## src/rtl/uart.sv

```systemverilog
// uart: FIFO-buffered UART with oversampled receiver, shared baud tick and optional RTS/CTS flow control
`timescale 1ns/1ps
module uart #(
  parameter int DataLength      = 8,
  parameter int FifoDepth       = 8,
  parameter int OverSample      = 8,
  parameter int BaudRate        = 115200,
  parameter int SystemClockFreq = 133_000_000,
  parameter int FlowControl     = 1
) (
  input  logic                  i_clk,
  input  logic                  i_rst_n,
  input  logic [7:0]            i_ctrl,
  output logic [7:0]            o_status,
  input  logic [DataLength-1:0] i_tx_data,
  output logic [DataLength-1:0] o_rx_data,
  input  logic                  i_tx_req,
  input  logic                  i_rx_req,
  output logic                  o_rx_rdy,
  output logic                  o_tx_rdy,
  input  logic                  i_rx,
  output logic                  o_tx,
  input  logic                  i_cts,
  output logic                  o_rts
);
  localparam int Div = SystemClockFreq / (BaudRate * OverSample);
  localparam int BW  = $clog2(Div + 1);
  localparam int TW  = $clog2(OverSample + 1);
  localparam int NW  = $clog2(DataLength + 1);
  localparam int AW  = $clog2(FifoDepth);
  localparam int CW  = $clog2(FifoDepth + 1);
  localparam logic [TW-1:0] Os      = TW'(OverSample);
  localparam logic [TW-1:0] OsM1    = TW'(OverSample - 1);
  localparam logic [TW-1:0] HalfM1  = TW'(OverSample / 2 - 1);
  localparam logic [NW-1:0] LastBit = NW'(DataLength - 1);
  typedef enum logic [1:0] {IDLE, START, DATA, STOP} state_t;

  logic [1:0]            w_push, w_pop, w_full, w_empty;
  logic [DataLength-1:0] w_fin  [2];
  logic [DataLength-1:0] w_fout [2];
  logic [CW-1:0]         w_fcnt [2];
  logic                  w_unused;

  // index 0 is the TX FIFO, index 1 the RX FIFO; both show-ahead with a zero head when empty
  for (genvar f = 0; f < 2; f++) begin : g_fifo
    logic [DataLength-1:0] r_mem [FifoDepth];
    logic [AW-1:0]         r_wp, r_rp;
    logic [CW-1:0]         r_cnt;
    logic                  w_rd, w_wr;
    assign w_rd       = w_pop[f] && !w_empty[f];
    assign w_wr       = w_push[f] && (!w_full[f] || w_rd);
    assign w_empty[f] = r_cnt == '0;
    assign w_full[f]  = r_cnt == CW'(FifoDepth);
    assign w_fout[f]  = w_empty[f] ? '0 : r_mem[r_rp];
    assign w_fcnt[f]  = r_cnt;
    always_ff @(posedge i_clk or negedge i_rst_n)
      if (!i_rst_n) begin
        r_wp  <= '0;
        r_rp  <= '0;
        r_cnt <= '0;
      end else begin
        r_wp  <= r_wp + AW'(w_wr);
        r_rp  <= r_rp + AW'(w_rd);
        r_cnt <= r_cnt + CW'(w_wr) - CW'(w_rd);
      end
    always_ff @(posedge i_clk) if (w_wr) r_mem[r_wp] <= w_fin[f];
  end

  logic [BW-1:0] r_baud;
  logic          w_tick;
  assign w_tick = r_baud == BW'(Div - 1);

  state_t                r_tx_st, w_tx_st;
  logic [TW-1:0]         r_tx_cnt, w_tx_cnt;
  logic [NW-1:0]         r_tx_bit, w_tx_bit;
  logic [DataLength-1:0] r_tx_sh, w_tx_sh;
  logic                  r_tx, w_tx, w_tx_pop, w_tx_go;

  // START idles high (count 0) until the first tick so every bit spans exactly OverSample ticks
  always_comb begin
    w_tx_st  = r_tx_st;
    w_tx_cnt = r_tx_cnt;
    w_tx_bit = r_tx_bit;
    w_tx_sh  = r_tx_sh;
    w_tx_pop = 1'b0;
    w_tx_go  = !w_empty[0] && (i_cts || FlowControl == 0);
    case (r_tx_st)
      IDLE: if (w_tx_go) begin
        w_tx_st  = START;
        w_tx_cnt = '0;
        w_tx_pop = 1'b1;
        w_tx_sh  = w_fout[0];
      end
      START: if (w_tick) begin
        w_tx_cnt = r_tx_cnt + 1'b1;
        if (r_tx_cnt == Os) begin
          w_tx_st  = DATA;
          w_tx_cnt = TW'(1);
          w_tx_bit = '0;
        end
      end
      DATA: if (w_tick) begin
        w_tx_cnt = r_tx_cnt + 1'b1;
        if (r_tx_cnt == Os) begin
          w_tx_cnt = TW'(1);
          w_tx_sh  = r_tx_sh >> 1;
          w_tx_bit = r_tx_bit + 1'b1;
          w_tx_st  = r_tx_bit == LastBit ? STOP : DATA;
        end
      end
      default: if (w_tick) begin
        w_tx_cnt = r_tx_cnt + 1'b1;
        if (r_tx_cnt == Os) begin
          w_tx_cnt = TW'(1);
          w_tx_st  = w_tx_go ? START : IDLE;
          w_tx_pop = w_tx_go;
          w_tx_sh  = w_fout[0];
        end
      end
    endcase
    w_tx = w_tx_st == START ? w_tx_cnt == '0 : w_tx_st == DATA ? w_tx_sh[0] : 1'b1;
  end

  always_ff @(posedge i_clk or negedge i_rst_n)
    if (!i_rst_n) begin
      r_tx_st  <= IDLE;
      r_tx_cnt <= '0;
      r_tx_bit <= '0;
      r_tx_sh  <= '0;
      r_tx     <= 1'b1;
    end else begin
      r_tx_st  <= w_tx_st;
      r_tx_cnt <= w_tx_cnt;
      r_tx_bit <= w_tx_bit;
      r_tx_sh  <= w_tx_sh;
      r_tx     <= w_tx;
    end

  state_t                r_rx_st, w_rx_st;
  logic [TW-1:0]         r_rx_cnt, w_rx_cnt;
  logic [NW-1:0]         r_rx_bit, w_rx_bit;
  logic [DataLength-1:0] r_rx_sh, w_rx_sh;
  logic [1:0]            r_sync;
  logic                  r_rx_brk, w_rx_brk, w_rx_push, w_rxs;
  assign w_rxs = r_sync[1];

  // r_rx_brk holds STOP after a framing error until the line returns high
  always_comb begin
    w_rx_st   = r_rx_st;
    w_rx_cnt  = r_rx_cnt;
    w_rx_bit  = r_rx_bit;
    w_rx_sh   = r_rx_sh;
    w_rx_brk  = r_rx_brk;
    w_rx_push = 1'b0;
    case (r_rx_st)
      IDLE: if (!w_rxs) begin
        w_rx_st  = START;
        w_rx_cnt = '0;
      end
      START: if (w_tick) begin
        w_rx_cnt = r_rx_cnt + 1'b1;
        if (r_rx_cnt == HalfM1) begin
          w_rx_st  = w_rxs ? IDLE : DATA;
          w_rx_cnt = '0;
          w_rx_bit = '0;
        end
      end
      DATA: if (w_tick) begin
        w_rx_cnt = r_rx_cnt + 1'b1;
        if (r_rx_cnt == OsM1) begin
          w_rx_cnt = '0;
          w_rx_sh  = DataLength'({w_rxs, r_rx_sh} >> 1);
          w_rx_bit = r_rx_bit + 1'b1;
          w_rx_st  = r_rx_bit == LastBit ? STOP : DATA;
        end
      end
      default: if (r_rx_brk) begin
        w_rx_st  = w_rxs ? IDLE : STOP;
        w_rx_brk = !w_rxs;
      end else if (w_tick) begin
        w_rx_cnt = r_rx_cnt + 1'b1;
        if (r_rx_cnt == OsM1) begin
          w_rx_push = w_rxs;
          w_rx_brk  = !w_rxs;
          w_rx_st   = w_rxs ? IDLE : STOP;
        end
      end
    endcase
  end

  always_ff @(posedge i_clk or negedge i_rst_n)
    if (!i_rst_n) begin
      r_rx_st  <= IDLE;
      r_rx_cnt <= '0;
      r_rx_bit <= '0;
      r_rx_sh  <= '0;
      r_rx_brk <= 1'b0;
      r_sync   <= 2'b11;
    end else begin
      r_rx_st  <= w_rx_st;
      r_rx_cnt <= w_rx_cnt;
      r_rx_bit <= w_rx_bit;
      r_rx_sh  <= w_rx_sh;
      r_rx_brk <= w_rx_brk;
      r_sync   <= {r_sync[0], i_rx};
    end

  logic r_ovr, r_ferr, r_rts;
  always_ff @(posedge i_clk or negedge i_rst_n)
    if (!i_rst_n) begin
      r_baud <= '0;
      r_ovr  <= 1'b0;
      r_ferr <= 1'b0;
      r_rts  <= 1'b1;
    end else begin
      r_baud <= w_tick ? '0 : r_baud + 1'b1;
      r_ovr  <= r_ovr | (w_rx_push && w_full[1] && !i_rx_req);
      r_ferr <= r_ferr | (w_rx_brk && !r_rx_brk);
      r_rts  <= FlowControl == 0 || w_fcnt[1] < CW'(FifoDepth - 1);
    end

  assign w_push   = {w_rx_push, i_tx_req && !w_full[0]};
  assign w_pop    = {i_rx_req, w_tx_pop};
  assign w_fin[0] = i_tx_data;
  assign w_fin[1] = r_rx_sh;
  assign w_unused = ^{i_ctrl, w_fcnt[0]};
  assign o_tx      = r_tx;
  assign o_tx_rdy  = !w_full[0];
  assign o_rx_rdy  = !w_empty[1];
  assign o_rx_data = w_fout[1];
  assign o_rts     = r_rts;
  assign o_status  = {w_full[0], w_empty[0], w_full[1], w_empty[1], r_ovr, r_ferr,
                      r_tx_st != IDLE, r_rx_st != IDLE};
endmodule

```

## config.mk

```make
export PLATFORM = sky130hd
export DESIGN_NAME = uart
export DESIGN_NICKNAME = d
export VERILOG_FILES = /design/src/rtl/uart.sv
export SDC_FILE = /design/constraint.sdc
export NUM_CORES = 1
export LEC_CHECK = 0
export ABC_CLOCK_PERIOD_IN_PS = 5970
export CORE_MARGIN = 1.5
export CORE_UTILIZATION = 55
export DETAILED_ROUTE_END_ITERATION = 10
export PLACE_DENSITY = 0.74
export REMOVE_ABC_BUFFERS = 1
export SYNTH_ARGS = -nofsm -noshare
export SYNTH_HDL_FRONTEND = slang
export SYNTH_SLANG_ARGS = --single-unit
```

## constraint.sdc

```tcl
create_clock -name i_clk -period 5.97 [get_ports i_clk]
set_input_delay 1.194 -clock i_clk [delete_from_list [all_inputs] [get_ports i_clk]]
set_output_delay 1.194 -clock i_clk [all_outputs]
set_load 0.01 [all_outputs]
```

# == Word level (Yosys, flattened, before mapping) ==
# Memory sizes are Yosys's and may differ from the RTL's.
# Index checks and enable logic that the tools add are counted.
# Widths: inputs -> output; s select.
# totals
word_cells,176
mem_bits_rw,128
mem_count,2
out_inout_bits,20
regBits,71
# classes
eq_ne,25
n_lt_le_gt_ge,1
reduce_logical,39
n_addsub,13
n_mux,71
bitwise_logic,3
# memory_table
name,depth,width,rd,rd_ports_with_merged_regs,wr,line_no,rtl
g_fifo[0].r_mem,8,8,1,0,1,46,logic [DataLength-1:0] r_mem [FifoDepth];
g_fifo[1].r_mem,8,8,1,0,1,46,
# op_table
operator,count
$mux 4,19
$mux 8,8
$mux 2,17
$pmux 8 s3,1
$mux 1,20
$ne 2x2->1 const B,10
$add 4x1->4 const B,4
$pmux 4 s2,2
$reduce_and 5->1,3
$add 3x1->3,4
$eq 4x3->1 const B,3
$eq 4x4->1 const B,3
$logic_not 4->1,3
$pmux 2 s3,2
$pmux 4 s3,1
$reduce_bool 2->1,6
$logic_and 1x1->1,9
$add 4x1->4,2
$add 8x1->8 const B,1
$eq 8x8->1 const B,1
$sub 4x1->4,2
$logic_not 1->1,7
$reduce_and 7->1,1
$eq 2x1->1 const B,3
15 further kinds,20

# == Logic depth before layout (Yosys ltp) ==
# logic_depth
ltp_word,11
mapped_depth,12
depth_no_buf,12

# == Worst setup path before layout ==
# Ideal clock, no wire load.
# synth_path
path_type,register to output
startpoint,register g_fifo[1].r_rp[0]
endpoint,output o_rx_data[5]
arrival_ps,2031
path_stages_with_launch,6
path_slack_ps,2745
path_cell_list,dfrtp_1 > clkbuf_1 > buf_1 > mux4_2 > mux2i_1 > nor2_1
# synth_between
elab_chain_len,2
# synth_rtl
element,line_no,rtl
start: declaration,47,"logic [AW-1:0] r_wp, r_rp;"
start signal: assignment,63,r_rp <= r_rp + AW'(w_rd);
$mem_v2 8x8,-,
$mux 8,54,assign w_fout[f] = w_empty[f] ? '0 : r_mem[r_rp];
end: declaration,16,"output logic [DataLength-1:0] o_rx_data,"
# Every way passes these cells.

# == Final worst setup path ==
# Same ends and word-level chain as after synthesis.

==> impl_results.md <==
* CP Cell Sequence: mux4_2, mux2i_1, nor2_1, clkdlybuf4s50_1
* Post-synthesis adder-cell area fraction at 4.282%
* Comb power frac at 12.5%
* Gp weighted congestion at 0.7921
* Worst-Skew Late Latency at 0.44 ns
* Post-CTS setup buffers at 0
* Reg2reg setup slack at 2.59 ns
* Grt ovf at 0
* Tot Pwr at 0.003279 W
* Mapped Area at 0.008533 mm^2
* Total Wirelength at 15480 um
* Largest net degree at the start of global routing at 72
* Worst vdd rail ir drop at 0.2378 mV
* Mapped Cells at 568
* Seq pwr share at 52.4%
* Reg2reg start: r_baud[5]$_DFF_PN0_
* Sw Ratio at 27.77%
* CTS tree: yes
* Hold Startpoint: r_sync[0]$_DFF_PN1_
* Clk pwr share at 35.0%
* Syn Area/Cell at 15.02 um^2
* Slowest CP cell: dfrtp_1
* Hold_buf cts at 0
* Synth warn at 0
* Share of layout cells above drive strength 1 at 14.71%
* Filler-free cell count of the finished design at 800
* Top post-synthesis cells by count: edfxtp_1, dfrtp_1, nor2_1, mux4_2, nand2_1
* Met1 GRT Util at around a quarter
* Most instantiated library cell after synthesis: edfxtp_1
* DR DRC count at 0
* Via count at 4776
* Distinct cells, synth at between 50 and 60
* Clock Skew at between 0.01 and 0.015 ns
* PostCTS Resize Cnt at 0
* EDFF count, synth at 128
* Die ar. at approximately 0.016 mm^2
* Area leader, netlist: edfxtp_1
* GRT met2 Usage at a little over a third
* XOR/XNOR Fraction of Synth Area at 1.334%
* Dpl hpwl at 9803 um
* Post-Synth Simple-Gate Area at 8.182%
* CP top delay family: flip-flops
* Compound-Gate Fraction of Synth Area at 6.232%
* Initial Utilization at 56.13%
* CP Data Arrival Time at ~2.8 ns
* Post-route cell area at ~0.0096 mm^2
* R2R Path End: g_fifo[0].r_cnt[1]$_DFF_PN0_
* Hold Path End: r_sync[1]$_DFF_PN1_
* Worst R2R Path Depth at 10
* Vias in the first global route at slightly below 5000
* Yosys reg bits at 199
* Final design utilization at about 63%
* Core area at between 0.015 and 0.02 mm^2
* Post-route ant nets at 0
* CTS Sinks at 199
* Final hold vios at 0
* Placed Area at 0.009021 mm^2
* Max Clock Freq at 0.2490 GHz
* Max incr delay on CP at 1.03 ns
* Clock slew at reported path FFs at 0.07 ns
* Crit Path Max Fanout at 17
* Startpoint class of the critical path: flop
* Die Ht at 127.6 um
* Area grow syn2layout at 12.89%
* Synth Flop Type: edfxtp_1
* Initial antenna violation count at 0
* Mux share of post-synthesis cell area at 11.63%
* NumNets Final at 649
* Slew headroom at between 20% and 30%
* Row Count at 45
* Register area share after synthesis at between 60% and 70%
* Status: completed
* Global-route wire length before repair at 25230 um
* Fin. max-slew vios at 0
* Period minus WS final at 4.015 ns
* GRT Total Usage at 20.69%
* Top cells by area, synth: edfxtp_1, dfrtp_1, mux4_2, ha_1, mux2i_1
* Max-cap viol count at 0
* Buffers on Ports at 33
* Power Dens Cells at 340.4 mW/mm^2
* Internal at 0.002368 W
* RSZ-0062 raised after global routing: no
* HP Class: reg2reg
* WHS Path Cells at 0
* Average via count per standard cell at 5.970
* Top Ports at 42
* CTS buffer count at 17
* Total negative slack at 0 ns
* Fillers at about 1100
* Cell Count Post-Placement at 768
* Psw at 0.0009105 W
* Top-area cell type share of the netlist area at 45.04%
* Crit Path Class: reg2out
* M3 GR Usage at 4.229%
* First-pass DRT Iterations at 5
* H-tree levels at 4
* Routed WL per cell at 19.36 um
* Clock Tree Buf Depth at 2
* Final Setup Violations at 0
* Tightest Pin Transition at 1.081 ns
* Detailed router's first-iteration violation count at around 490
* Type of element capturing the critical path: output port
* CTS Root Cell: clkbuf_16
* Async S/R FF share, synth at 35.68%
* Worst endpoint required time at roughly 4.8 ns
* LEAKAGE at ~3.8 nW
* Largest family of logic cells by synthesized area: multiplexers
* GRT Max-Usage Layer: met2
* CP bufs+invs at 1
* Final period util at 67.26%
* Die span in x at 127.6 um
* Diodes inserted at 0
[state kept, by name, indices dropped and copies added, names as in the netlist, 6 cells and up, named ones only]
name / count
g_fifo.r_cnt: 8
g_fifo.r_mem: 128
g_fifo.r_rp: 6
g_fifo.r_wp: 6
r_baud: 8
r_rx_sh: 8
r_tx_sh: 8
[logic make-up (layout without fill, tap and decap cells)]
kind of cell               after synthesis  in the layout
AOI/OAI and AO/OA                       80             80
xor gates and xnor gates                13             13
adders and majority gates               28             28
buffers and inverters                   52             96
DFF                                    199            199
muxes                                   58             58
and+or+nand+nor                        138            138
[through the flow]
step	setup WS, ns	hold slack [ns]
after floorplan	3.124	0.3452
after global placement	2.361	0.3470
after detailed placement	2.343	0.3470
after CTS	1.874	0.3580
after global routing	1.699	0.3645
final	1.955	0.3571
[power groups by stage]
| stage | Sequential [W] | Combinational (W) | Clock (W) |
|---|---|---|---|
| floorplan | 0.00171 | 0.000280 | 0 |
| global placement | 0.00174 | 0.000391 | 0 |
| detailed placement | 0.00175 | 0.000418 | 0 |
| CTS | 0.00172 | 0.000422 | 0.00117 |
| global route | 0.00174 | 0.000463 | 0.00122 |
| finish | 0.00172 | 0.000411 | 0.00115 |
[how the worst max path moves through the flow]
| stage | from | to | slack (ns) | cells after the start |
|---|---|---|---|---|
| finish | g_fifo[1].r_rp[0]$_DFF_PN0_ | o_rx_data[5] | 1.95 | 4 |
| global route | g_fifo[1].r_rp[0]$_DFF_PN0_ | o_rx_data[5] | 1.70 | 4 |
| CTS | g_fifo[1].r_rp[0]$_DFF_PN0_ | o_rx_data[5] | 1.87 | 4 |
| detailed placement | g_fifo[1].r_rp[0]$_DFF_PN0_ | o_rx_data[5] | 2.34 | 4 |
| global placement | g_fifo[1].r_rp[0]$_DFF_PN0_ | o_rx_data[5] | 2.36 | 4 |
| floorplan | g_fifo[1].r_rp[0]$_DFF_PN0_ | o_rx_data[0] | 3.12 | 3 |
[layout make-up]
class / count / area (um^2) / share of cell area [%]
clock inverter: 15 / 186.4 / 1.935
clock buffer: 17 / 425.4 / 4.416
tap: 188 / 235.2 / 2.442
multi-input combinational: 317 / 2701 / 28.04
sequential: 199 / 5625 / 58.40
timing repair buffer: 37 / 357.8 / 3.715
inverter: 27 / 101.3 / 1.052
[per-layer routing]
| metal | share of wire (%) | wire (um) | up-vias |
|---|---|---|---|
| li1 | - | - | 2228 |
| met1 | 42 | 6519 | 2405 |
| met2 | 52 | 8084 | 122 |
| met3 | 4.0 | 619 | 21 |
| met4 | 1.7 | 261 | 0 |
| met5 | 0 | 0 | - |
[placed cells by master (no fill, tap or decap), types with 3 or more instances in the layout]
| cell | n |
|---|---|
| a21oi_1 | 10 |
| xor2_1 | 9 |
| a22o_1 | 4 |
| a21o_1 | 6 |
| o21ai_0 | 24 |
| nor3_1 | 10 |
| mux2i_1 | 17 |
| clkbuf_16 | 17 |
| nor4_1 | 3 |
| or2_2 | 4 |
| nor2_1 | 38 |
| nor2b_1 | 4 |
| nand3_1 | 14 |
| inv_8 | 7 |
| ha_1 | 26 |
| a31oi_1 | 7 |
| mux2_2 | 9 |
| clkdlybuf4s50_1 | 32 |
| inv_1 | 26 |
| nand3b_1 | 3 |
| xnor2_1 | 4 |
| nand2b_1 | 7 |
| buf_4 | 5 |
| mux4_2 | 32 |
| dfrtp_1 | 67 |
| edfxtp_1 | 128 |
| and3_1 | 3 |
| nand4_1 | 4 |
| nand2_1 | 32 |
| dfstp_2 | 4 |
| a221o_1 | 3 |
| a22oi_1 | 8 |
| clkinv_8 | 5 |
Note: power is estimated with default switching activity, not from simulation.
